[src/rtl/branch_resolve_unit.sv]
// Pipelined RV32 conditional-branch resolver: evaluates the condition, computes the target,
// checks it against the front-end prediction and keeps saturating branch/mispredict counters.
module branch_resolve_unit #(
    parameter int unsigned XLEN   = 32,
    parameter int unsigned STAGES = 2,
    parameter int unsigned CNT_W  = 16
) (
    input  logic             clk,
    input  logic             rst,
    input  logic             flush,
    input  logic             in_valid,
    output logic             in_ready,
    input  logic [2:0]       branch_op,
    input  logic [XLEN-1:0]  pc,
    input  logic [XLEN-1:0]  imm,
    input  logic [XLEN-1:0]  rs1,
    input  logic [XLEN-1:0]  rs2,
    input  logic             pred_taken,
    input  logic [XLEN-1:0]  pred_target,
    output logic             out_valid,
    input  logic             out_ready,
    output logic             taken,
    output logic [XLEN-1:0]  target,
    output logic             mispredict,
    output logic [XLEN-1:0]  redirect_pc,
    output logic             illegal_op,
    output logic [CNT_W-1:0] br_count,
    output logic [CNT_W-1:0] mp_count
);

    typedef enum logic [2:0] {
        OP_BEQ  = 3'b000,
        OP_BNE  = 3'b001,
        OP_RSV2 = 3'b010,
        OP_RSV3 = 3'b011,
        OP_BLT  = 3'b100,
        OP_BGE  = 3'b101,
        OP_BLTU = 3'b110,
        OP_BGEU = 3'b111
    } br_op_e;

    br_op_e          op;
    logic            c_taken;
    logic            c_illegal;
    logic [XLEN-1:0] c_target;
    logic [XLEN-1:0] c_pc4;

    assign op       = br_op_e'(branch_op);
    assign c_target = pc + imm;
    assign c_pc4    = pc + XLEN'(4);

    always_comb begin
        c_taken   = 1'b0;
        c_illegal = 1'b0;
        case (op)
            OP_BEQ:  c_taken = (rs1 == rs2);
            OP_BNE:  c_taken = (rs1 != rs2);
            OP_BLT:  c_taken = ($signed(rs1) <  $signed(rs2));
            OP_BGE:  c_taken = ($signed(rs1) >= $signed(rs2));
            OP_BLTU: c_taken = (rs1 <  rs2);
            OP_BGEU: c_taken = (rs1 >= rs2);
            default: c_illegal = 1'b1;
        endcase
    end

    // Signals feeding the final (output) register, from inputs or from stage 1
    logic            st_valid;
    logic            st_taken;
    logic            st_illegal;
    logic [XLEN-1:0] st_target;
    logic [XLEN-1:0] st_pc4;
    logic            st_pt;
    logic [XLEN-1:0] st_ptgt;
    logic            st_mp;
    logic [XLEN-1:0] st_redirect;

    logic            res_valid;
    logic            res_taken;
    logic            res_illegal;
    logic            res_mp;
    logic [XLEN-1:0] res_target;
    logic [XLEN-1:0] res_redirect;
    logic            res_ready;
    logic [CNT_W-1:0] br_cnt;
    logic [CNT_W-1:0] mp_cnt;

    assign res_ready   = !res_valid || out_ready;
    assign st_mp       = (st_taken != st_pt) || (st_taken && st_pt && (st_target != st_ptgt));
    assign st_redirect = st_taken ? st_target : st_pc4;

    if (STAGES == 1) begin : g_one
        assign st_valid   = in_valid;
        assign st_taken   = c_taken;
        assign st_illegal = c_illegal;
        assign st_target  = c_target;
        assign st_pc4     = c_pc4;
        assign st_pt      = pred_taken;
        assign st_ptgt    = pred_target;
        assign in_ready   = res_ready;
    end else begin : g_two
        logic            s1_valid;
        logic            s1_taken;
        logic            s1_illegal;
        logic [XLEN-1:0] s1_target;
        logic [XLEN-1:0] s1_pc4;
        logic            s1_pt;
        logic [XLEN-1:0] s1_ptgt;
        logic            s1_ready;

        assign s1_ready = !s1_valid || res_ready;
        assign in_ready = s1_ready;

        always_ff @(posedge clk) begin
            if (rst) begin
                s1_valid   <= 1'b0;
                s1_taken   <= 1'b0;
                s1_illegal <= 1'b0;
                s1_target  <= '0;
                s1_pc4     <= '0;
                s1_pt      <= 1'b0;
                s1_ptgt    <= '0;
            end else begin
                if (flush)
                    s1_valid <= 1'b0;
                else if (s1_ready)
                    s1_valid <= in_valid;
                if (s1_ready && in_valid && !flush) begin
                    s1_taken   <= c_taken;
                    s1_illegal <= c_illegal;
                    s1_target  <= c_target;
                    s1_pc4     <= c_pc4;
                    s1_pt      <= pred_taken;
                    s1_ptgt    <= pred_target;
                end
            end
        end

        assign st_valid   = s1_valid;
        assign st_taken   = s1_taken;
        assign st_illegal = s1_illegal;
        assign st_target  = s1_target;
        assign st_pc4     = s1_pc4;
        assign st_pt      = s1_pt;
        assign st_ptgt    = s1_ptgt;
    end

    always_ff @(posedge clk) begin
        if (rst) begin
            res_valid    <= 1'b0;
            res_taken    <= 1'b0;
            res_illegal  <= 1'b0;
            res_mp       <= 1'b0;
            res_target   <= '0;
            res_redirect <= '0;
        end else begin
            if (flush)
                res_valid <= 1'b0;
            else if (res_ready)
                res_valid <= st_valid;
            // Data only moves on a real load, so a stalled result stays put
            if (res_ready && st_valid && !flush) begin
                res_taken    <= st_taken;
                res_illegal  <= st_illegal;
                res_mp       <= st_mp;
                res_target   <= st_target;
                res_redirect <= st_redirect;
            end
        end
    end

    // A result handshaken in a flush cycle has left the unit, so it still counts
    always_ff @(posedge clk) begin
        if (rst) begin
            br_cnt <= '0;
            mp_cnt <= '0;
        end else if (res_valid && out_ready) begin
            if (br_cnt != '1)
                br_cnt <= br_cnt + CNT_W'(1);
            if (res_mp && (mp_cnt != '1))
                mp_cnt <= mp_cnt + CNT_W'(1);
        end
    end

    assign out_valid   = res_valid;
    assign taken       = res_taken;
    assign target      = res_target;
    assign mispredict  = res_mp;
    assign redirect_pc = res_redirect;
    assign illegal_op  = res_illegal;
    assign br_count    = br_cnt;
    assign mp_count    = mp_cnt;

endmodule

[config.mk]
export PLATFORM = sky130hd
export DESIGN_NAME = branch_resolve_unit
export DESIGN_NICKNAME = d
export VERILOG_FILES = /design/src/rtl/branch_resolve_unit.sv
export SDC_FILE = /design/constraint.sdc
export NUM_CORES = 1
export LEC_CHECK = 0
export BUFFER_PORTS_ARGS = -buffer_cell sky130_fd_sc_hd__buf_2
export CAP_MARGIN = 20
export CORE_MARGIN = 2
export CORE_UTILIZATION = 50
export CTS_BUF_LIST = sky130_fd_sc_hd__clkbuf_2 sky130_fd_sc_hd__clkbuf_4 sky130_fd_sc_hd__clkbuf_8
export CTS_CLUSTER_DIAMETER = 80
export DETAILED_ROUTE_END_ITERATION = 8
export PLACE_DENSITY_LB_ADDON = 0.08
export SETUP_SLACK_MARGIN = 0.2
export SYNTH_ARGS = -nofsm -noshare
export SYNTH_HDL_FRONTEND = slang
export SYNTH_SLANG_ARGS = --single-unit
[constraint.sdc]
create_clock -name clk -period 4.66 [get_ports clk]
set_clock_uncertainty 0.1 [all_clocks]
set_input_delay 0.233 -clock clk [delete_from_list [all_inputs] [get_ports clk]]
set_output_delay 0.233 -clock clk [all_outputs]
set_load 0.005 [all_outputs]
==> results of run 1 <==
-- power breakdown --
part           switching [uW]  internal (uW)  total (uW)
Sequential               63.8           1770        1840
Clock                     647            553        1200
Combinational             370            302         672
Total                    1080           2630        3710
-- per-stage QoR --
stage | area [um2] | power [uW] | utilization [%] | hold slack [ps] | cells
3_5_place_dp | 12200 | 2510 | 58.1 | 346 | 1802
3_3_place_gp | 12200 | 2500 | 58.1 | 340 | 1802
6_report | 13100 | 3710 | 62.3 | 32.9 | 1879
5_1_grt | 13100 | 3880 | 62.3 | 5.60 | 1879
2_1_floorplan | 10700 | 2280 | - | 212 | 1317
4_1_cts | 13100 | 3740 | 62.3 | 2.43 | 1879
-- state kept, by name (all words and copies together), names as in the netlist, 16 cells and up --
name / cells
redirect_pc: 32
target: 32
g_two.s1_target: 32
br_count: 16
mp_count: 16
g_two.s1_pc4: 32
g_two.s1_ptgt: 32
-- area by class of cell --
type / count / area [um2]
Clock buffer: 18 / 241
Clock inverter: 13 / 190
Fill cell: 1929 / 7920
Inverter: 47 / 176
Multi-Input combinational cell: 1004 / 6280
Sequential cell: 200 / 4010
Tap cell: 275 / 344
Timing Repair Buffer: 322 / 1870
-- metal layers --
layer | vias up | part of all wire [%] | global-route usage [%]
li1 | 5152 | - | -
met1 | 4661 | 47 | 35.4
met2 | 257 | 46 | 41.4
met3 | 35 | 5.3 | 3.45
met4 | 0 | 1.8 | 7.88
met5 | - | 0 | 0
-- critical path, cell delays in order --
cell and delay, ps:
dlygate4sd3_1 540, buf_2 150, ha_1 300, a211oi_1 370, o21ai_1 160, and3_1 220
o311a_1 360, a311o_1 400, a31o_1 240, xnor2_1 160, a21oi_1 90
-- path summary, 6_finish.rpt --
kind	end	slack [ps]	cells past startpoint
hold / removal	g_two.s1_pc4[6]	30	3
hold reg to reg	target[22]	360	2
setup / recovery	g_two.s1_target[31]	1650	11
setup reg to reg	g_two.s1_target[3]	2220	7
-- cells by family after synthesis --
family,after synthesis,synth area share [%]
XOR/XNOR,99,8.11
flip-flops,200,37.4
buffers and inverters,113,3.99
adder cells (fa/ha/maj),68,8.02
AO/OA/AOI/OAI,302,18.0
multiplexers,37,3.47
AND/OR/NAND/NOR,498,21.0
-- placed cells by master (no fill, tap or decap), types with 12 or more instances in the layout --
cell,netlist,routed
buf_2,2,268
nand2_1,221,221
dfxtp_1,200,199
nor2_1,124,124
a21oi_1,121,121
xor2_1,74,74
ha_1,67,67
a211oi_1,64,64
inv_1,47,47
dlygate4sd3_1,0,46
mux2i_1,36,36
nand3_1,36,36
o21ai_0,28,28
xnor2_1,25,25
nand4_1,23,23
nor3_1,21,21
a21o_1,21,21
clkbuf_8,0,17
o21a_1,14,14
or3_1,12,12
-- what timing repair did --
action                                 4_1_cts  5_1_grt
gates resized for setup                      0        0
hold buffers                                46        0
endpoints found under the hold margin       46        0
==> results.py, run 1 <==
metrics = {
    "cells_and_area": {
        "nNetsFinal": 1829,
        "antenna_cells": 0,
        "area_growth_pct": 22.4,
        "drive_above_1_share_pct": 20.4,
    },
    "yosys": {
        "yosysTopAreaCell": "dfxtp_1",
        "synth-edff-count": 0,
        "avgSynthCellArea_um2": 8.12,
        "synth_cell_type_count": 65,
        "ys.flop_type": "dfxtp_1",
        "synth-seq-cells": 200,
        "syn-num-nets": 1554,
        "yosysWarnings": 0,
        "synthTopCellsByArea": "dfxtp_1, ha_1, nand2_1",
        "yosysMostFrequentCell": "nand2_1",
        "async_flop_share_pct": 0,
        "syn_area_um2": 10700,
        "netlist_instances": 1317,
        "synth_top_cell_area_share_pct": 37.4,
        "ys_top_cells_by_count": "nand2_1, dfxtp_1, nor2_1",
        "ys_seq_area_share_pct": 37.4,
    },
    "floorplan": {
        "io_pins": 270,
        "core_um2": 21000,
        "initial_core_util_pct": 50.9,
        "fp.dieW_um": 150,
        "die_area_um2": 22600,
        "placementRows": 53,
        "fp.dieH_um": 150,
    },
    "cts": {
        "numCtsBuffers": 17,
        "cts_tree": "done",
        "cts.clk_slew.worst_paths_ps": 110,
        "clockRootBuffer": "clkbuf_8",
        "cts.htree.levels": 4,
        "clk_latency_ps": 470,
        "cts_setup_buffers": 0,
        "clk_path_buf_depth": 2,
        "cts.sinks": 200,
    },
    "timing": {
        "fin_ws_ps": 1650,
        "setup-tns-final_ps": 0,
        "finalHoldViolCount": 0,
        "maxClockFrequency_ghz": 0.333,
        "min_period_over_period_pct": 64.5,
        "worst_pin_slew_ps": 1020,
        "setup_viol_count_final": 0,
        "fin_crit_ps": 3010,
        "slew-limit-headroom_pct": 31.8,
        "final_max_slew_viol_count": 0,
        "rsz0062_at_grt": "no",
    },
    "critical_path": {
        "rr_startpoint": "out_valid",
        "crit_required_ps": 4890,
        "critPathLaunch": "pc[1]",
        "critical_path.max_fanout": 3,
        "startpoint_type": "input port",
        "critPathCaptureType": "register",
        "setup.worst_path.class": "input port to register",
        "critPathArrivalTime_ps": 3230,
    },
    "placed_design": {
        "place_hpwl_um": 21700,
        "dp_slack_ps": 1750,
        "portBuffers": 269,
        "routabilityCongestion": 0.882,
    },
    "global_routing": {
        "antenna_found_initial": 0,
        "grt_pass1_vias": 9309,
        "grt_pass1_wl_um": 45900,
        "grt_max_degree": 110,
        "track_usage_pct": 25.6,
        "grt-ovfl-total": 0,
    },
    "run": {
        "drv_cap": 0,
    },
    "routing": {
        "drt_pre_antenna_iters": 6,
        "vias": 10105,
        "wl_per_cell_um": 15.7,
        "drt_iter0_drc": 495,
        "ant_nets": 0,
        "wl_um": 29500,
        "post_drt_via_cell_ratio": 5.38,
        "drcViolationCount": 0,
    },
    "hold_path": {
        "min-delay-start": "pc[6]",
        "min_path_type": "input port to register",
    },
    "run_status": {
        "status": "complete, no violations",
    },
    "power": {
        "ir_worst_vdd_uv": 143,
        "leakage_uw": 0.00572,
        "p_per_area_nw_per_um2": 283,
    },
}
Power figures use the tool's default switching activity.
==> run 2, diff against run 1 <==
==> constraint.sdc (replaced) <==
create_clock -name clk -period 2.6 [get_ports clk]
set_clock_uncertainty 0.1 [all_clocks]
set_input_delay 0.13 -clock clk [delete_from_list [all_inputs] [get_ports clk]]
set_output_delay 0.13 -clock clk [all_outputs]
set_load 0.005 [all_outputs]
==> results.py, run 2 (synthesis results as in run 1) <==
metrics = {
    "power": {
        "ir_worst_vdd_uv": 262,
        "p_per_area_nw_per_um2": 484,
        "leakage_uw": 0.00602,
        "power_uw": 6620,
    },
    "hold_path": {
        "min_path_type": "input port to register",
    },
    "cells_and_area": {
        "area_growth_pct": 27.8,
        "final_util_pct": 65.1,
        "antenna_cells": 0,
        "layout_common_cells": "buf_2, nand2_1, dfxtp_1",
        "multi_input_area_um2": 6330,
        "layout_commonest_cell": "buf_2",
        "nNetsFinal": 1887,
        "ff_latch_area_um2": 4010,
        "drive_above_1_share_pct": 22.4,
        "fill_cells": 1912,
    },
    "timing": {
        "maxClockFrequency_ghz": 0.422,
        "worst_pin_slew_ps": 823,
        "setup_viol_count_final": 0,
        "fin_crit_ps": 2370,
        "final_max_slew_viol_count": 0,
        "slew-limit-headroom_pct": 45.1,
        "rsz0062_at_grt": "yes",
        "setup-tns-final_ps": 0,
        "min_period_over_period_pct": 91.1,
        "finalHoldViolCount": 0,
    },
    "critical_path": {
        "startpoint_type": "input port",
        "crit_required_ps": 2910,
        "cp_slowest_cell": "dlygate4sd3_1",
        "setup.worst_path.class": "input port to register",
        "critPathCaptureType": "register",
        "critical_path.max_fanout": 5,
        "critPathArrivalTime_ps": 2680,
        "path_cells": "buf_2 -> buf_4 -> and3_1 -> and4_4 -> and2b_2 -> and2_4 -> and2b_4 -> nand3_4 -> or3_1 -> a311oi_2 -> dlygate4sd3_1",
        "slowest_delay_ps": 600,
    },
    "routing": {
        "post_drt_via_cell_ratio": 5.31,
        "vias": 10297,
        "drt_pre_antenna_iters": 7,
        "ant_nets": 0,
        "wl_um": 30200,
        "drt_iter0_drc": 604,
        "drcViolationCount": 0,
        "wl_per_cell_um": 15.6,
    },
    "floorplan": {
        "fp.dieW_um": 150,
        "fp.dieH_um": 150,
        "core_um2": 21000,
        "io_pins": 270,
        "initial_core_util_pct": 50.9,
        "placementRows": 53,
        "die_area_um2": 22600,
    },
    "placed_design": {
        "routabilityCongestion": 0.873,
        "portBuffers": 269,
        "place_hpwl_um": 22200,
    },
    "cts": {
        "cts.sinks": 200,
        "numCtsBuffers": 17,
        "clk_path_buf_depth": 2,
        "cts.clk_slew.worst_paths_ps": 100,
        "clk_latency_ps": 470,
        "cts_tree": "done",
        "clockRootBuffer": "clkbuf_8",
        "cts.htree.levels": 4,
    },
    "global_routing": {
        "grt_max_degree": 126,
        "grt_pass1_wl_um": 46900,
        "grt-ovfl-total": 0,
        "antenna_found_initial": 0,
        "grt_pass1_vias": 9462,
        "track_usage_pct": 26.0,
    },
    "run": {
        "drv_cap": 0,
    },
    "run_status": {
        "status": "complete, no violations",
    },
}
## run 2: cell types whose count changed in the layout (fill, tap and decap cells not counted), sizes merged
| cell | delta |
|---|---|
| buf | +37 |
| dlygate4sd3 | +20 |
| clkinv | +2 |
| and3b | +1 |
| bufinv | -1 |
| clkinvlp | -1 |
| inv | +1 |
## run 2: worst max-delay path: cells and delay by family
family	cells	cell delay [ps]
simple gates	7	1450
buf+inv	3	810
compound gates	1	290
## run 2: layout make-up
| class | count | share of cell area [%] |
|---|---|---|
| multi-input cells | 1005 | 46.3 |
| flip-flops and latches | 200 | 29.3 |
| repair buffers | 379 | 17.7 |
| well taps | 275 | 2.52 |
| clock buffers | 18 | 1.77 |
| inverters | 47 | 1.29 |
| clock inverters | 14 | 1.18 |
## run 2: timing repair
action	4_1_cts	5_1_grt
endpoints found under the setup margin	0	11
hold buffers	66	0
hold endpoints to repair	73	0
buffers inserted	0	0
gates resized for setup	0	9
## run 2: final timing paths
path | from | endpoint | slack, ps | cells after the start
setup / recovery | pc[4] | g_two.s1_pc4[29] | 230 | 11
hold / removal | out_ready | g_two.s1_valid | 20 | 4
setup reg to reg | out_valid | g_two.s1_pc4[29] | 310 | 6
hold reg to reg | target[2] | target[2] | 360 | 2
## run 2: per-layer routing
layer	vias to the layer above	share of wire, %	GRT usage (%)
li1	5283	-	-
met1	4689	46	35.7
met2	295	47	42.9
met3	30	5.5	3.76
met4	0	1.5	6.98
met5	-	0	0
## run 2: metrics by stage
stage	hold slack [ps]	std cells	setup WS, ps	cell area, um2
6_report	23.4	1938	231	13700
5_1_grt	23.0	1938	177	13700
3_3_place_gp	276	1839	-104	12600
4_1_cts	1.32	1937	262	13600
3_5_place_dp	280	1839	-121	12600
2_1_floorplan	109	1317	238	10700
## run 2: report_power, final
part           internal (uW)  leakage [uW]  total, uW  switching, uW
clock                    891      0.000199       2030           1140
combinational            620       0.00419       1300            677
sequential              3180       0.00163       3300            120
total                   4690       0.00602       6620           1930
